File: config.mk
export PLATFORM = sky130hd
export DESIGN_NAME = multicycle_control_unit
export DESIGN_NICKNAME = d
export VERILOG_FILES = /design/src/rtl/multicycle_control_unit.sv
export SDC_FILE = /design/constraint.sdc
export NUM_CORES = 1
export LEC_CHECK = 0
export ABC_AREA = 1
export CAP_MARGIN = 10
export CORE_MARGIN = 1.5
export CORE_UTILIZATION = 40
export DETAILED_ROUTE_END_ITERATION = 8
export DONT_BUFFER_PORTS = 1
export GPL_TIMING_DRIVEN = 0
export SLEW_MARGIN = 20
export SYNTH_ARGS = -nofsm -noshare
export SYNTH_HDL_FRONTEND = slang
export SYNTH_SLANG_ARGS = --single-unit
File: constraint.sdc
create_clock -name clk -period 1.45 [get_ports clk]
set_clock_uncertainty 0.2 [all_clocks]
set_input_delay 0.29 -clock clk [delete_from_list [all_inputs] [get_ports clk]]
set_output_delay 0.29 -clock clk [all_outputs]
set_load 0.01 [all_outputs]
File: src/rtl/multicycle_control_unit.sv
// multicycle_control_unit
// Sequencing controller for the 32-bit multi-cycle CPU datapath. It runs the
// FETCH / DECODE / EXECUTE / MEMORY / WRITEBACK / TERMINATION state machine and
// drives every datapath strobe and select from the current state and IR fields.
//
// Parameters:
//   MEM_WAIT  extra MEMORY-state cycles for load/store (opcode 001), 0..15
//   CNT_W     width of the retired-instruction counter
//
// Ports:
//   clk, rst                  clock and synchronous active-high reset
//   opcode, funct, pc_op      IR fields (IR[31:29], IR[4:0], IR[28])
//   halt_button               external halt request (HALT-wait in DECODE)
//   cond_out                  branch condition from condition_check
//   state                     current state (FETCH=0 .. TERMINATION=5)
//   ir_load .. sp_load        datapath strobes and selects
//   terminated                high while in TERMINATION
//   instr_count               retired instructions, wraps modulo 2^CNT_W
module multicycle_control_unit #(
  parameter int MEM_WAIT = 0,
  parameter int CNT_W    = 32
) (
  input  logic             clk,
  input  logic             rst,
  input  logic [2:0]       opcode,
  input  logic [4:0]       funct,
  input  logic             pc_op,
  input  logic             halt_button,
  input  logic             cond_out,
  output logic [2:0]       state,
  output logic             ir_load,
  output logic             npc_load,
  output logic             rb_read1,
  output logic             rb_read2,
  output logic             ab_load,
  output logic             imm_load,
  output logic             a_src_sp,
  output logic             muxalu1_sel,
  output logic             muxalu2_sel,
  output logic [3:0]       alu_op,
  output logic             alu_out_load,
  output logic             lmd_load,
  output logic             mem_write,
  output logic             pc_load,
  output logic             pc_sel,
  output logic             rb_write,
  output logic             wr_sel_rt,
  output logic             sp_load,
  output logic             terminated,
  output logic [CNT_W-1:0] instr_count
);

  typedef enum logic [2:0] {
    ST_FETCH     = 3'd0,
    ST_DECODE    = 3'd1,
    ST_EXECUTE   = 3'd2,
    ST_MEMORY    = 3'd3,
    ST_WRITEBACK = 3'd4,
    ST_TERM      = 3'd5
  } state_t;

  localparam logic [3:0] MEM_WAIT_L = 4'(MEM_WAIT);

  state_t           state_q, state_d;
  logic [3:0]       wait_q, wait_d;
  logic [CNT_W-1:0] count_q, count_d;

  logic is_ldst;
  logic mem_last;

  // Load/store stretch MEMORY by MEM_WAIT cycles; everything else leaves at once.
  assign is_ldst  = (opcode == 3'b001);
  assign mem_last = !is_ldst || (wait_q == MEM_WAIT_L);

  // Next-state, wait counter and retirement counter.
  always_comb begin
    state_d = state_q;
    wait_d  = wait_q;
    count_d = count_q;
    case (state_q)
      ST_FETCH:  state_d = ST_DECODE;
      ST_DECODE: begin
        if (opcode == 3'b111)
          state_d = ST_TERM;
        else if (opcode == 3'b101 && pc_op && halt_button)
          state_d = ST_DECODE;
        else
          state_d = ST_EXECUTE;
      end
      ST_EXECUTE: begin
        state_d = ST_MEMORY;
        wait_d  = 4'd0;
      end
      ST_MEMORY: begin
        if (mem_last)
          state_d = ST_WRITEBACK;
        else
          wait_d = wait_q + 4'd1;
      end
      ST_WRITEBACK: begin
        state_d = ST_FETCH;
        count_d = count_q + 1'b1;
      end
      ST_TERM:  state_d = ST_TERM;
      default:  state_d = ST_FETCH;
    endcase
  end

  always_ff @(posedge clk) begin
    if (rst) begin
      state_q <= ST_FETCH;
      wait_q  <= 4'd0;
      count_q <= '0;
    end else begin
      state_q <= state_d;
      wait_q  <= wait_d;
      count_q <= count_d;
    end
  end

  assign state       = state_q;
  assign instr_count = count_q;

  // Strobes are decoded combinationally from the current state and IR fields
  // so they act in the same cycle; reset holds them all low.
  always_comb begin
    ir_load      = 1'b0;
    npc_load     = 1'b0;
    rb_read1     = 1'b0;
    rb_read2     = 1'b0;
    ab_load      = 1'b0;
    imm_load     = 1'b0;
    a_src_sp     = 1'b0;
    muxalu1_sel  = 1'b0;
    muxalu2_sel  = 1'b0;
    alu_op       = 4'd0;
    alu_out_load = 1'b0;
    lmd_load     = 1'b0;
    mem_write    = 1'b0;
    pc_load      = 1'b0;
    pc_sel       = 1'b0;
    rb_write     = 1'b0;
    wr_sel_rt    = 1'b0;
    sp_load      = 1'b0;
    terminated   = 1'b0;
    if (!rst) begin
      case (state_q)
        ST_FETCH: begin
          ir_load  = 1'b1;
          npc_load = 1'b1;
        end
        ST_DECODE: begin
          rb_read1 = 1'b1;
          ab_load  = 1'b1;
          imm_load = 1'b1;
          rb_read2 = (opcode == 3'b000) || is_ldst;
          a_src_sp = (opcode == 3'b110) || (is_ldst && funct[2]);
        end
        ST_EXECUTE: begin
          alu_out_load = (opcode != 3'b011) && (opcode != 3'b101);
          case (opcode)
            3'b000: begin
              muxalu2_sel = funct[4];
              alu_op      = {1'b0, funct[2:0]};
            end
            3'b001, 3'b100, 3'b101: muxalu2_sel = 1'b1;
            3'b010: begin
              muxalu1_sel = 1'b1;
              muxalu2_sel = 1'b1;
            end
            3'b110: begin
              muxalu2_sel = 1'b1;
              alu_op      = funct[3:0];
            end
            default: ;
          endcase
        end
        ST_MEMORY: begin
          // Data-memory access and PC update only on the final MEMORY cycle,
          // which keeps mem_write a single pulse per store.
          if (mem_last) begin
            pc_load = 1'b1;
            pc_sel  = (opcode == 3'b010) && cond_out;
            if (is_ldst) begin
              lmd_load  = !funct[0];
              mem_write = funct[0];
            end
          end
        end
        ST_WRITEBACK: begin
          sp_load = (opcode == 3'b110);
          if (opcode == 3'b000) begin
            rb_write  = 1'b1;
            wr_sel_rt = funct[4];
          end else if ((is_ldst && !funct[0]) || opcode == 3'b100) begin
            rb_write  = 1'b1;
            wr_sel_rt = 1'b1;
          end
        end
        ST_TERM:  terminated = 1'b1;
        default: ;
      endcase
    end
  end

endmodule

==> flow_metrics.env <==
export IMPL_p_seq_share_pct=52.3
export IMPL_grt_pass1_wl_um=10400
export IMPL_vdd_drop_max_uv=384
export IMPL_fin_tns_setup_ps=-13480
export IMPL_drt_iter0_markers=76
export IMPL_r2r_start="state[2]$_SDFFE_PP0P_"
export IMPL_grt_max_degree=12
export IMPL_ys_seq_elements=39
export IMPL_placed_cell_area_mm2=0.00261
export IMPL_clockPowerShare_pct=32.7
export IMPL_rr_worst_depth=9
export IMPL_cap_violations=0
export IMPL_htreeDepth=2
export IMPL_hold_violations=0
export IMPL_dpl_hpwl_um=4590
export IMPL_p_leak_nw=1.30
export IMPL_cts_tree="done"
export IMPL_root_buffer="clkbuf_8"
export IMPL_cts_made_buffers=5
export IMPL_fin_crit_sh_pct=125
export IMPL_fmax_ghz=0.552
export IMPL_viasPerCell=5.23
export IMPL_die_h_um=79.3
export IMPL_gp_congestion=0.832
export IMPL_cts_sinks=39
export IMPL_clk_latency_ps=300
export IMPL_synth_area_top_cells="dfxtp_1, nand2_1, nor2_1, inv_1, nand3_1"
export IMPL_powerDensity_mw_per_mm2=643
export IMPL_avgSynthCellArea_um2=6.21
export IMPL_dp_cells=447
export IMPL_path_max_fanout=6
export IMPL_layout_common_cells="nand2_1, inv_1, nor2_1"
export IMPL_combinationalPowerShare_pct=15.0
export IMPL_grt_setup_unrepaired="true"
export IMPL_wl_um=6730
export IMPL_fin_cells=475
export IMPL_synth_top_area_share_pct=33.5
export IMPL_syn_inst=375
export IMPL_crit_end="pc_sel"
export IMPL_n_antenna_cell=0
export IMPL_final_antenna_net_count=0
export IMPL_io_pins=70
export IMPL_critical_path_class="reg -> out"
export IMPL_syn_cell_area_mm2=0.00233
export IMPL_route_vias_total=2482
export IMPL_path_clk_slew_ps=70
export IMPL_fill_cells=513
export IMPL_yosysTopAreaCell="dfxtp_1"
export IMPL_synth_nets=391
export IMPL_finalPower_w=0.00214
export IMPL_rows=27
export IMPL_first_pass_iters=4
export IMPL_outcome="finished, violations left"
export IMPL_hold_class="in -> reg"
export IMPL_setup_violations=57
export IMPL_drv_slew=0
export IMPL_overflow=0
export IMPL_core_area_mm2=0.00557
export IMPL_grt_pass1_vias=2223
export IMPL_violations="setup timing"
export IMPL_maxSlewHeadroom_pct=60.8
export IMPL_min_period_ps=1810
export IMPL_start_util_pct=41.8
export IMPL_cp_startpoint="state[2]$_SDFFE_PP0P_"
export IMPL_io_buffers=0
export IMPL_layout_commonest_cell="nand2_1"
export IMPL_hold_buffers=0
export IMPL_antenna_found_initial=0
export IMPL_areaGrowthSynthToFinish_pct=42.8
export IMPL_clockBufferDepth=2
export IMPL_startpoint_type="flop"
export IMPL_critPathCaptureType="output port"
export IMPL_fin_ws_ps=-363
export IMPL_cp_arrival_ps=1320
export IMPL_reg2reg_slack_ps=-320
export IMPL_yosysSeqAreaShare_pct=33.5
export IMPL_drc=0
export IMPL_wl_per_cell_um=14.2
export IMPL_track_usage_pct=21.4
export IMPL_tightest_slew_ps=588
export IMPL_die_area_mm2=0.00629
export IMPL_switchingPower_w=0.000603
export IMPL_layout_drive_gt1_share_pct=37.2
export IMPL_crit_required_ps=960
export IMPL_r2r_end="instr_count[17]$_SDFFE_PP0N_"
export IMPL_stdcell_area_mm2=0.00333
export IMPL_synth_cell_type_count=28
export IMPL_fin_nets=419
export IMPL_internal_power_w=0.00154
export IMPL_ys_warnings_count=0
export IMPL_die_w_um=79.3
export IMPL_p_sw_share_pct=28.2
[area by class of cell]
class	instances	area, µm²	area share, %
clock buffer	7	76.3	2.29
tap	72	90.1	2.71
timing repair buffer	21	221	6.66
sequential	39	818	24.6
multi-input combinational	271	1810	54.5
inverter	57	239	7.18
buffer	8	67.6	2.03
[kinds of logic (layout without fill, tap and decap cells)]
logic type | Yosys count | in the layout | share of synthesized area, %
compound gates | 43 | 43 | 9.56
fa+ha+maj | 3 | 3 | 1.61
simple gates | 223 | 223 | 43.4
buf+inv | 65 | 93 | 11.1
xor+xnor | 2 | 2 | 0.752
flops | 39 | 39 | 33.5
[worst min-delay path by stage]
stage | start | endpoint | cells after the start | slack, ps
floorplan | wait_q[0]$_SDFFE_PP0P_ | wait_q[0]$_SDFFE_PP0P_ | 1 | 250
global placement | wait_q[0]$_SDFFE_PP0P_ | wait_q[0]$_SDFFE_PP0P_ | 1 | 270
detailed placement | wait_q[0]$_SDFFE_PP0P_ | wait_q[0]$_SDFFE_PP0P_ | 1 | 270
CTS | rst | instr_count[3]$_SDFFE_PP0N_ | 3 | 100
global route | rst | instr_count[3]$_SDFFE_PP0N_ | 3 | 120
finish | rst | instr_count[3]$_SDFFE_PP0N_ | 3 | 110
[power by group through the flow]
stage | registers (W) | clock network (W) | logic, W
finish | 0.00112 | 0.000699 | 0.000321
global route | 0.00112 | 0.000756 | 0.000349
CTS | 0.00111 | 0.000715 | 0.000269
detailed placement | 0.00114 | 0 | 0.000213
global placement | 0.00114 | 0 | 0.000212
floorplan | 0.00113 | 0 | 0.000179
[per-layer routing]
layer / wire [µm] / vias up / track usage, %
li1: - / 1266 / -
met1: 2970 / 1157 / 26.0
met2: 3300 / 50 / 35.4
met3: 350 / 9 / 7.82
met4: 104 / 0 / 5.79
met5: 0 / - / 0
[synthesized netlist by cell type (all sizes together)]
cell / count
nor2: 71
nand2: 89
nand4: 9
a21oi: 23
ha: 3
nor3b: 4
nor3: 11
a21boi: 1
o21a: 1
dfxtp: 39
and2: 1
clkbuf: 2
buf: 6
inv: 57
nor4: 3
xnor2: 1
nand3: 35
o21ai: 17
xor2: 1
a211oi: 1
[worst max-delay path, cell delays in order, from the launching register on]
cell,delay (ps)
dfxtp_4,400
inv_6,100
nand2_4,60
nor2_4,120
nand3_4,120
nor3b_4,240
[state kept, by name (all words and copies together), names as in the netlist]
register and cells:
instr_count 32, state 3, wait_q 4
[through the flow]
step | setup slack (ps) | hold WS [ps] | util, %
2_1_floorplan | -155 | 247 | -
3_3_place_gp | -275 | 269 | 46.8
3_5_place_dp | -299 | 270 | 46.8
4_1_cts | -391 | 103 | 53.4
5_1_grt | -429 | 115 | 59.7
6_report | -363 | 106 | 59.7
[repair_timing]
item | in CTS | in global routing
cloned | 0 | 0
endpoints found under the setup margin | 52 | 59
gates resized for setup | 48 | 75
buffers inserted | 9 | 12
pin swaps | 14 | 34
(Power assumes the default switching activity.)
